<file path="config.mk">
export PLATFORM = sky130hd
export DESIGN_NAME = digest_hex_tx
export DESIGN_NICKNAME = d
export VERILOG_FILES = /design/src/rtl/sha3_pkg.sv /design/src/rtl/nibble_to_ascii.sv /design/src/rtl/digest_hex_tx.sv
export SDC_FILE = /design/constraint.sdc
export NUM_CORES = 1
export LEC_CHECK = 0
export CAP_MARGIN = 40
export CORE_UTILIZATION = 40
export DETAILED_ROUTE_END_ITERATION = 10
export PLACE_DENSITY = 0.78
export RECOVER_POWER = 25
export SLEW_MARGIN = 20
export SYNTH_ARGS = -nofsm -noshare
export SYNTH_HDL_FRONTEND = slang
export SYNTH_SLANG_ARGS = --single-unit
</file>
<file path="constraint.sdc">
create_clock -name clk -period 49.8 [get_ports clk]
set_clock_uncertainty 0.15 [all_clocks]
set_input_delay 14.94 -clock clk [delete_from_list [all_inputs] [get_ports clk]]
set_output_delay 14.94 -clock clk [all_outputs]
set_load 0.005 [all_outputs]
</file>
<file path="src/rtl/sha3_pkg.sv">
// Shared types and ASCII constants for the digest hex transmitter.
// HEX_CRLF_EN adds the CR/LF trailer states.
package sha3_pkg;

  localparam logic [7:0] ASCII_CR   = 8'h0D;
  localparam logic [7:0] ASCII_LF   = 8'h0A;
  localparam logic [7:0] ASCII_0    = 8'h30;
  localparam logic [7:0] ASCII_A_LC = 8'h61;

  typedef enum logic [1:0] {
    IDLE,
    SEND_HEX
`ifdef HEX_CRLF_EN
    ,
    SEND_CR,
    SEND_LF
`endif
  } hex_tx_state_e;

endpackage

</file>
<file path="src/rtl/nibble_to_ascii.sv">
// Combinational nibble to lowercase ASCII hex digit encoder.
module nibble_to_ascii
  import sha3_pkg::*;
(
  input  logic [3:0] nibble,
  output logic [7:0] ascii
);

  always_comb begin
    if (nibble < 4'd10) ascii = ASCII_0 + {4'h0, nibble};
    else                ascii = ASCII_A_LC + {4'h0, nibble} - 8'd10;
  end

endmodule

</file>
<file path="src/rtl/digest_hex_tx.sv">
// Streams a captured digest to a UART as lowercase hex, MS nibble first.
// Define HEX_CRLF_EN to append CR LF after the hex characters.
module digest_hex_tx
  import sha3_pkg::*;
#(
  parameter int unsigned D = 512
) (
  input  logic         clk,
  input  logic         reset,
  input  logic         digest_valid,
  input  logic [D-1:0] digest,
  input  logic         tx_busy,
  output logic [7:0]   tx_data,
  output logic         tx_valid,
  output logic         busy,
  output logic         done
);

  localparam int unsigned NIB = D / 4;
  localparam int unsigned CW  = $clog2(NIB);
  localparam logic [CW-1:0] LAST = CW'(NIB - 1);

  hex_tx_state_e state_q, state_d;
  logic [D-1:0]  digest_q;
  logic [CW-1:0] cnt_q;
  logic          done_q, done_d;
  logic          hex_accept;
  logic [7:0]    hex_char;

  assign hex_accept = (state_q == SEND_HEX) && !tx_busy;

  nibble_to_ascii u_enc (
    .nibble (digest_q[D-1 -: 4]),
    .ascii  (hex_char)
  );

  // The digest register shifts left so the outgoing nibble is always the top
  // one; it is deliberately left out of reset.
  always_ff @(posedge clk) begin
    if (!reset) begin
      if (state_q == IDLE && digest_valid) digest_q <= digest;
      else if (hex_accept)                 digest_q <= digest_q << 4;
    end
  end

  always_ff @(posedge clk) begin
    if (reset) begin
      state_q <= IDLE;
      cnt_q   <= '0;
      done_q  <= 1'b0;
    end else begin
      state_q <= state_d;
      done_q  <= done_d;
      if (state_q == IDLE && digest_valid)  cnt_q <= '0;
      else if (hex_accept && cnt_q != LAST) cnt_q <= cnt_q + 1'b1;
    end
  end

  always_comb begin
    state_d  = state_q;
    done_d   = 1'b0;
    tx_valid = 1'b0;
    tx_data  = 8'h00;
    case (state_q)
      IDLE: begin
        if (digest_valid) state_d = SEND_HEX;
      end
      SEND_HEX: begin
        tx_valid = 1'b1;
        tx_data  = hex_char;
        if (!tx_busy && cnt_q == LAST) begin
`ifdef HEX_CRLF_EN
          state_d = SEND_CR;
`else
          state_d = IDLE;
          done_d  = 1'b1;
`endif
        end
      end
`ifdef HEX_CRLF_EN
      SEND_CR: begin
        tx_valid = 1'b1;
        tx_data  = ASCII_CR;
        if (!tx_busy) state_d = SEND_LF;
      end
      SEND_LF: begin
        tx_valid = 1'b1;
        tx_data  = ASCII_LF;
        if (!tx_busy) begin
          state_d = IDLE;
          done_d  = 1'b1;
        end
      end
`endif
      default: state_d = IDLE;
    endcase
  end

  assign busy = (state_q != IDLE);
  assign done = done_q;

endmodule

</file>
## Word-level counts from Yosys, hierarchy flattened

Index checks and enable logic that the tools add are counted.

| cells by class | value |
|---|---|
| reduce and logical (&&, ||, !) cells | 12 |
| multipliers | 0 |
| equality and inequality tests | 5 |
| bitwise operators | 2 |
| add/sub/neg operators | 4 |
| shifts and indexed selects | 0 |
| magnitude comparators | 1 |
| muxes and demuxes | 9 |
| div/mod/pow operators | 0 |

Operators by type and width:

| operator | count |
|---|---|
| $mux W512 | 2 |
| $mux W8 | 2 |
| $add A7 B4 Y8 const A | 1 |
| $sub A8 B4 Y8 const B | 1 |
| $add A6 B4 Y7 const A | 1 |
| $add A7 B1 Y7 const B | 1 |
| $eq A7 B7 Y1 const B | 1 |
| $ne A7 B7 Y1 const B | 1 |
| $logic_and A1 B1 Y1 | 4 |
| $lt A4 B4 Y1 const B | 1 |
| $mux W2 | 2 |
| $pmux W2 S2 | 1 |
| $reduce_and A2 Y1 | 2 |
| $reduce_bool A2 Y1 | 2 |
| $reduce_or A2 Y1 | 2 |
| $eq A2 B1 Y1 const B | 1 |
| $logic_not A2 Y1 | 1 |
| $mux W1 | 2 |
| $ne A2 B1 Y1 const B | 1 |
| $ne A2 B2 Y1 const B | 1 |
| $not A1 Y1 | 2 |
| $logic_not A1 Y1 | 1 |

| word-level totals | value |
|---|---|
| input bits | 516 |
| bits in writable memories | 0 |
| bits in latches | 0 |
| bits in registers | 522 |
| output and inout bits | 11 |
| memories kept | 0 |
| bits in read-only memories | 0 |

## Depth between registers and ports, before layout

| logic depth | value |
|---|---|
| depth after elaboration | 4 |
| depth in mapped cells | 7 |
| mapped depth without buffers | 5 |

## Modules after synthesis

From an unflattened synthesis, not the netlist that was laid out.

| unflattened totals | value |
|---|---|
| cell total of the unflattened synthesis | 2,231 |
| area, all modules | 22,395.2 sq um |

Modules (own cells, without submodules):

| module | instances | area an instance (sq um) | cells each |
|---|---|---|---|
| digest_hex_tx | 1 | 22,272.6 | 2,214 |
| nibble_to_ascii | 1 | 122.6 | 17 |

## Worst setup path after synthesis

Ideal clock, no wire load.

| timing | value |
|---|---|
| kind | in2reg |
| start point | input port tx_busy |
| end point | register digest_q[0] (enable) |
| arrival time | 39.732 ns |
| path buffers | 0 |
| data required time | 48.084 ns |
| setup slack | 8.352 ns |
| stages | 2 |
| cell sequence | nand2b_1 -> a21oi_1 |

| between the ends | value |
|---|---|
| word-level cells in the longest chain between the ends | 4 |

Ends and longest elaborated chain:

| what | RTL line | source |
|---|---|---|
| from (decl) | digest_hex_tx.sv:12 | `input logic tx_busy,` |
| $logic_not A1 Y1 | digest_hex_tx.sv:30 | `assign hex_accept = (state_q == SEND_HEX) && !tx_busy;` |
| $logic_and A1 B1 Y1 | digest_hex_tx.sv:30 |  |
| $reduce_bool A2 Y1 (no line) | - |  |
| $reduce_and A2 Y1 (no line) | - |  |
| to (signal assigned) | digest_hex_tx.sv:41 | `if (state_q == IDLE && digest_valid) digest_q <= digest;` |
| to (signal assigned) | digest_hex_tx.sv:42 | `else if (hex_accept) digest_q <= digest_q << 4;` |
| to (decl) | digest_hex_tx.sv:24 | `logic [D-1:0] digest_q;` |

Every way passes these cells.
A chain may end at the register's enable or synchronous reset.

## Final worst setup path

| timing | value |
|---|---|
| start point | input port digest_valid |
| end point | register digest_q[191] (enable) |

| between the ends | value |
|---|---|
| word-level cells in the longest chain between the ends | 3 |

Ends and longest elaborated chain:

| what | RTL line | source |
|---|---|---|
| from (decl) | digest_hex_tx.sv:10 | `input logic digest_valid,` |
| $logic_and A1 B1 Y1 | digest_hex_tx.sv:41 |  |
| $reduce_bool A2 Y1 (no line) | - |  |
| $reduce_and A2 Y1 (no line) | - |  |

Every way passes these cells.

==> metrics.md <==
| Metric | Value |
|---|---|
| Outcome | `finished with violations` |
| Failing checks | `max-capacitance violations, max-slew violations` |
| Iter 0 DRT Violations | `1485` |
| Die height | `238.4 µm` |
| Post-Synth Adder-Cell Area | `0.1119%` |
| Crit Path Class | `input pin to flip-flop` |
| Worst Hold Depth | `2` |
| Clock buffer depth | `3` |
| Post-CTS Hold Buffers | `0` |
| Sequential power share | `50.6%` |
| Max Slew Vio Count | `410` |
| Slew HR | `-117.4%` |
| Final net count | `3234` |
| Post-synth EDFFs | `512` |
| Yosys top cell by area | `edfxtp_1` |
| Clock share of power | `38.0%` |
| CP max-delay cell | `a21oi_1` |
| Routed vias/inst | `4.813` |
| Vias in the first global route | `17040` |
| CTS tree | `done` |
| Net switching power | `0.2380 mW` |
| Start of the worst register-to-register path | `state_q[0]$_SDFFE_PP0P_` |
| Hold Fails Final Rpt | `0` |
| WL final | `56310 µm` |
| Total track usage | `19.25%` |
| CTS H-tree lvls | `2` |
| Area of the die | `56840 µm²` |
| Worst VDD drop | `0.02345 mV` |
| Proportion of layout cells with a drive suffix above 1 | `3.513%` |
| Post-synthesis compound-gate area fraction | `0.5541%` |
| Top cells by count, synth | `nand2_1 (1531), edfxtp_1 (512), clkbuf_1 (40)` |
| Port bufs | `525` |
| Post-DP HPWL | `38870 µm` |
| Post-Synth Simple-Gate Area | `26.53%` |
| Switching Share | `22.88%` |
| Sequential-to-total area share from yosys stat | `69.58%` |
| CP endpoint kind | `flip-flop` |
| Post-CTS Setup Inserts | `0` |
| Yosys cell types | `33` |
| CTS-repair resized insts | `0` |
| Startpoint types | `input pin` |
| Core area | `55200 µm²` |
| Largest cells by area after synthesis | `edfxtp_1 (69%), nand2_1 (26%), buf_4 (1.3%), buf_2 (0.87%), dfxtp_1 (0.81%)` |
| Seq cells post-synth | `521` |
| Critical Path AT | `21400 ps` |
| Worst path bufs/invs | `4` |
| R2R Path End | `digest_q[191]$_DFFE_PP_` |
| Max-cap violation count | `7` |
| Syn Nets | `2746` |
| WL/cell | `16.03 µm` |
| CP peak stage delay | `1790 ps` |
| ANT nets after route | `0` |
| Layout area overhead | `33.90%` |
| Synth warn | `0` |
| R2R Setup Slk | `42800 ps` |
| CP max FO | `180` |
| CP top delay family | `buffers and inverters` |
| # clock sinks | `521` |
| Endpoints failing setup | `0` |
| # DRC | `0` |
| Crit path top cell by count | `buf_12` |
| Syn Std Cell Area | `22360 µm²` |
| Final setup TNS | `0 ps` |
| Reg2reg path depth | `5` |
| WHS Endpoint | `cnt_q[6]$_SDFFE_PP0P_` |
| Unrepaired setup endpoints after global routing | `false` |
| Gr ovfl total | `0` |
| Initial antenna violation count | `4` |
| Hold Startpoint | `cnt_q[6]$_SDFFE_PP0P_` |
| Worst-Margin Slew | `3261 ps` |
| Worst-path clk slew | `60 ps` |
| Synth Area in XOR/XNOR | `0.03918%` |
| Max Clock Freq | `0.04685 GHz` |
| Required @ worst endpoint | `49860 ps` |
| First-pass GRT wire length | `86350 µm` |
| DRT Pass-1 Iters | `5` |
| Gate power share | `11.5%` |
| Synth top area share | `68.77%` |
| Min Hold Slack | `340.4 ps` |
| Top-count cell post-synth | `nand2_1` |
| Pint | `0.8022 mW` |
| Vias | `16910` |
| I/O pin cnt | `527` |
| Die W | `238.4 µm` |
| Critical Path, Cell by Cell | `dlygate4sd3_1 -> nand2b_1 -> a21oi_1 -> clkbuf_1 -> buf_12 -> buf_12` |
| Clock root buffer | `clkbuf_16` |
| Synth Instances | `2228` |
| Gpl congestion | `0.8738` |
| Clock Latency Late Sink | `600 ps` |
| Initial core utilization | `40.50%` |
| CTS buffer count | `54` |
| Largest family of logic cells by synthesized area | `simple AND/OR/NAND/NOR gates` |
| Hold Crit Class | `flip-flop to flip-flop` |
| Syn_area_per_cell | `10.03 µm²` |
| Pwr Density | `34.75 nW/µm²` |
| Largest net degree at the start of global routing | `181` |
| Period utilization | `42.86%` |
| Share of flip-flops with an asynchronous set or reset | `0%` |
| Ys flop type | `edfxtp_1` |
| FP Rows | `86` |
| Final min period | `21350 ps` |
| Leak | `12.52 nW` |
| Mux contribution to synthesized area | `0.1791%` |
[stage by stage]
stage                     setup slack, ps  std cells  area [µm²]  util (%)  total power, mW
after global placement              30030       3397       28040     50.80           0.6474
after global routing                28050       3512       29930     54.23            1.079
final                               28450       3513       29940     54.23            1.040
after floorplan                      8352       2228       22360         -           0.6149
after CTS                           31330       3507       29980     54.31            1.049
after detailed placement            30640       3406       28260     51.20           0.6540
[power groups by stage]
stage	Sequential (mW)	Combinational [mW]	Clock [mW]
floorplan	0.557	0.0582	0
global placement	0.535	0.113	0
detailed placement	0.535	0.119	0
CTS	0.526	0.120	0.403
global route	0.528	0.132	0.418
finish	0.526	0.120	0.395
[worst register-to-register path, stage by stage (launching register included)]
cell      delay [ps]
dfxtp_1          440
nand2b_1        1290
a21oi_1         1800
clkbuf_1        1700
buf_12           330
buf_12           570
[layout make-up]
type | instances | area (µm²)
antenna | 4 | 10.01
clock buffer | 65 | 1393
clock inverter | 36 | 324.1
fill | 4674 | 25270
inverter | 4 | 15.01
multi-input combinational | 1584 | 6108
sequential | 521 | 15550
tap | 748 | 935.9
timing repair buffer | 551 | 5594
[how the worst max path moves through the flow]
stage	start	end	slack [ps]	depth (start not counted)
finish	digest_valid	digest_q[191]$_DFFE_PP_	28450	6
global route	digest_valid	digest_q[177]$_DFFE_PP_	28050	6
CTS	digest_valid	digest_q[109]$_DFFE_PP_	31330	7
detailed placement	digest_valid	digest_q[100]$_DFFE_PP_	30640	7
global placement	digest_valid	digest_q[113]$_DFFE_PP_	30030	6
floorplan	tx_busy	digest_q[0]$_SDFFCE_PN0P_	8350	2
[cells in the final DEF, fill, tap and decap left out, types with 3 or more instances in the layout]
| cell | n |
|---|---|
| nand2_1 | 1531 |
| clkdlybuf4s50_1 | 519 |
| edfxtp_1 | 512 |
| clkbuf_16 | 54 |
| clkbuf_1 | 18 |
| clkinv_1 | 14 |
| dfxtp_1 | 9 |
| buf_4 | 9 |
| clkinv_2 | 8 |
| nand3_1 | 7 |
| a21oi_1 | 6 |
| dlygate4sd3_1 | 6 |
| buf_16 | 6 |
| nor2_1 | 5 |
| bufinv_16 | 5 |
| diode_2 | 4 |
| inv_1 | 4 |
| and2_1 | 4 |
| mux2i_1 | 4 |
| clkinvlp_4 | 4 |
| buf_12 | 4 |
| nor2b_1 | 3 |
| or3_1 | 3 |
| inv_6 | 3 |
[state kept, by name (all words and copies together), names as in the netlist]
register and cells:
cnt_q 7, digest_q 512, state_q 1, done 1
[cell families (layout without fill, tap and decap cells)]
kind of cell / after synthesis / count (layout)
AO/OA/AOI/OAI: 14 / 14
AND/OR/NAND/NOR: 1562 / 1562
flip-flops: 521 / 521
other: 1 / 5
adder cells (fa/ha/maj): 2 / 2
XOR/XNOR: 1 / 1
buffers and inverters: 123 / 656
multiplexers: 4 / 4
[layer usage]
layer  share of wire (%)  vias up  GRT usage, %
li1                    -     8176             -
met1                  39     7959         23.62
met2                  50      654         33.35
met3                 7.7      118         3.945
met4                 3.1        2         7.226
met5               0.016        -             0
Note: power is estimated with default switching activity, not from simulation.
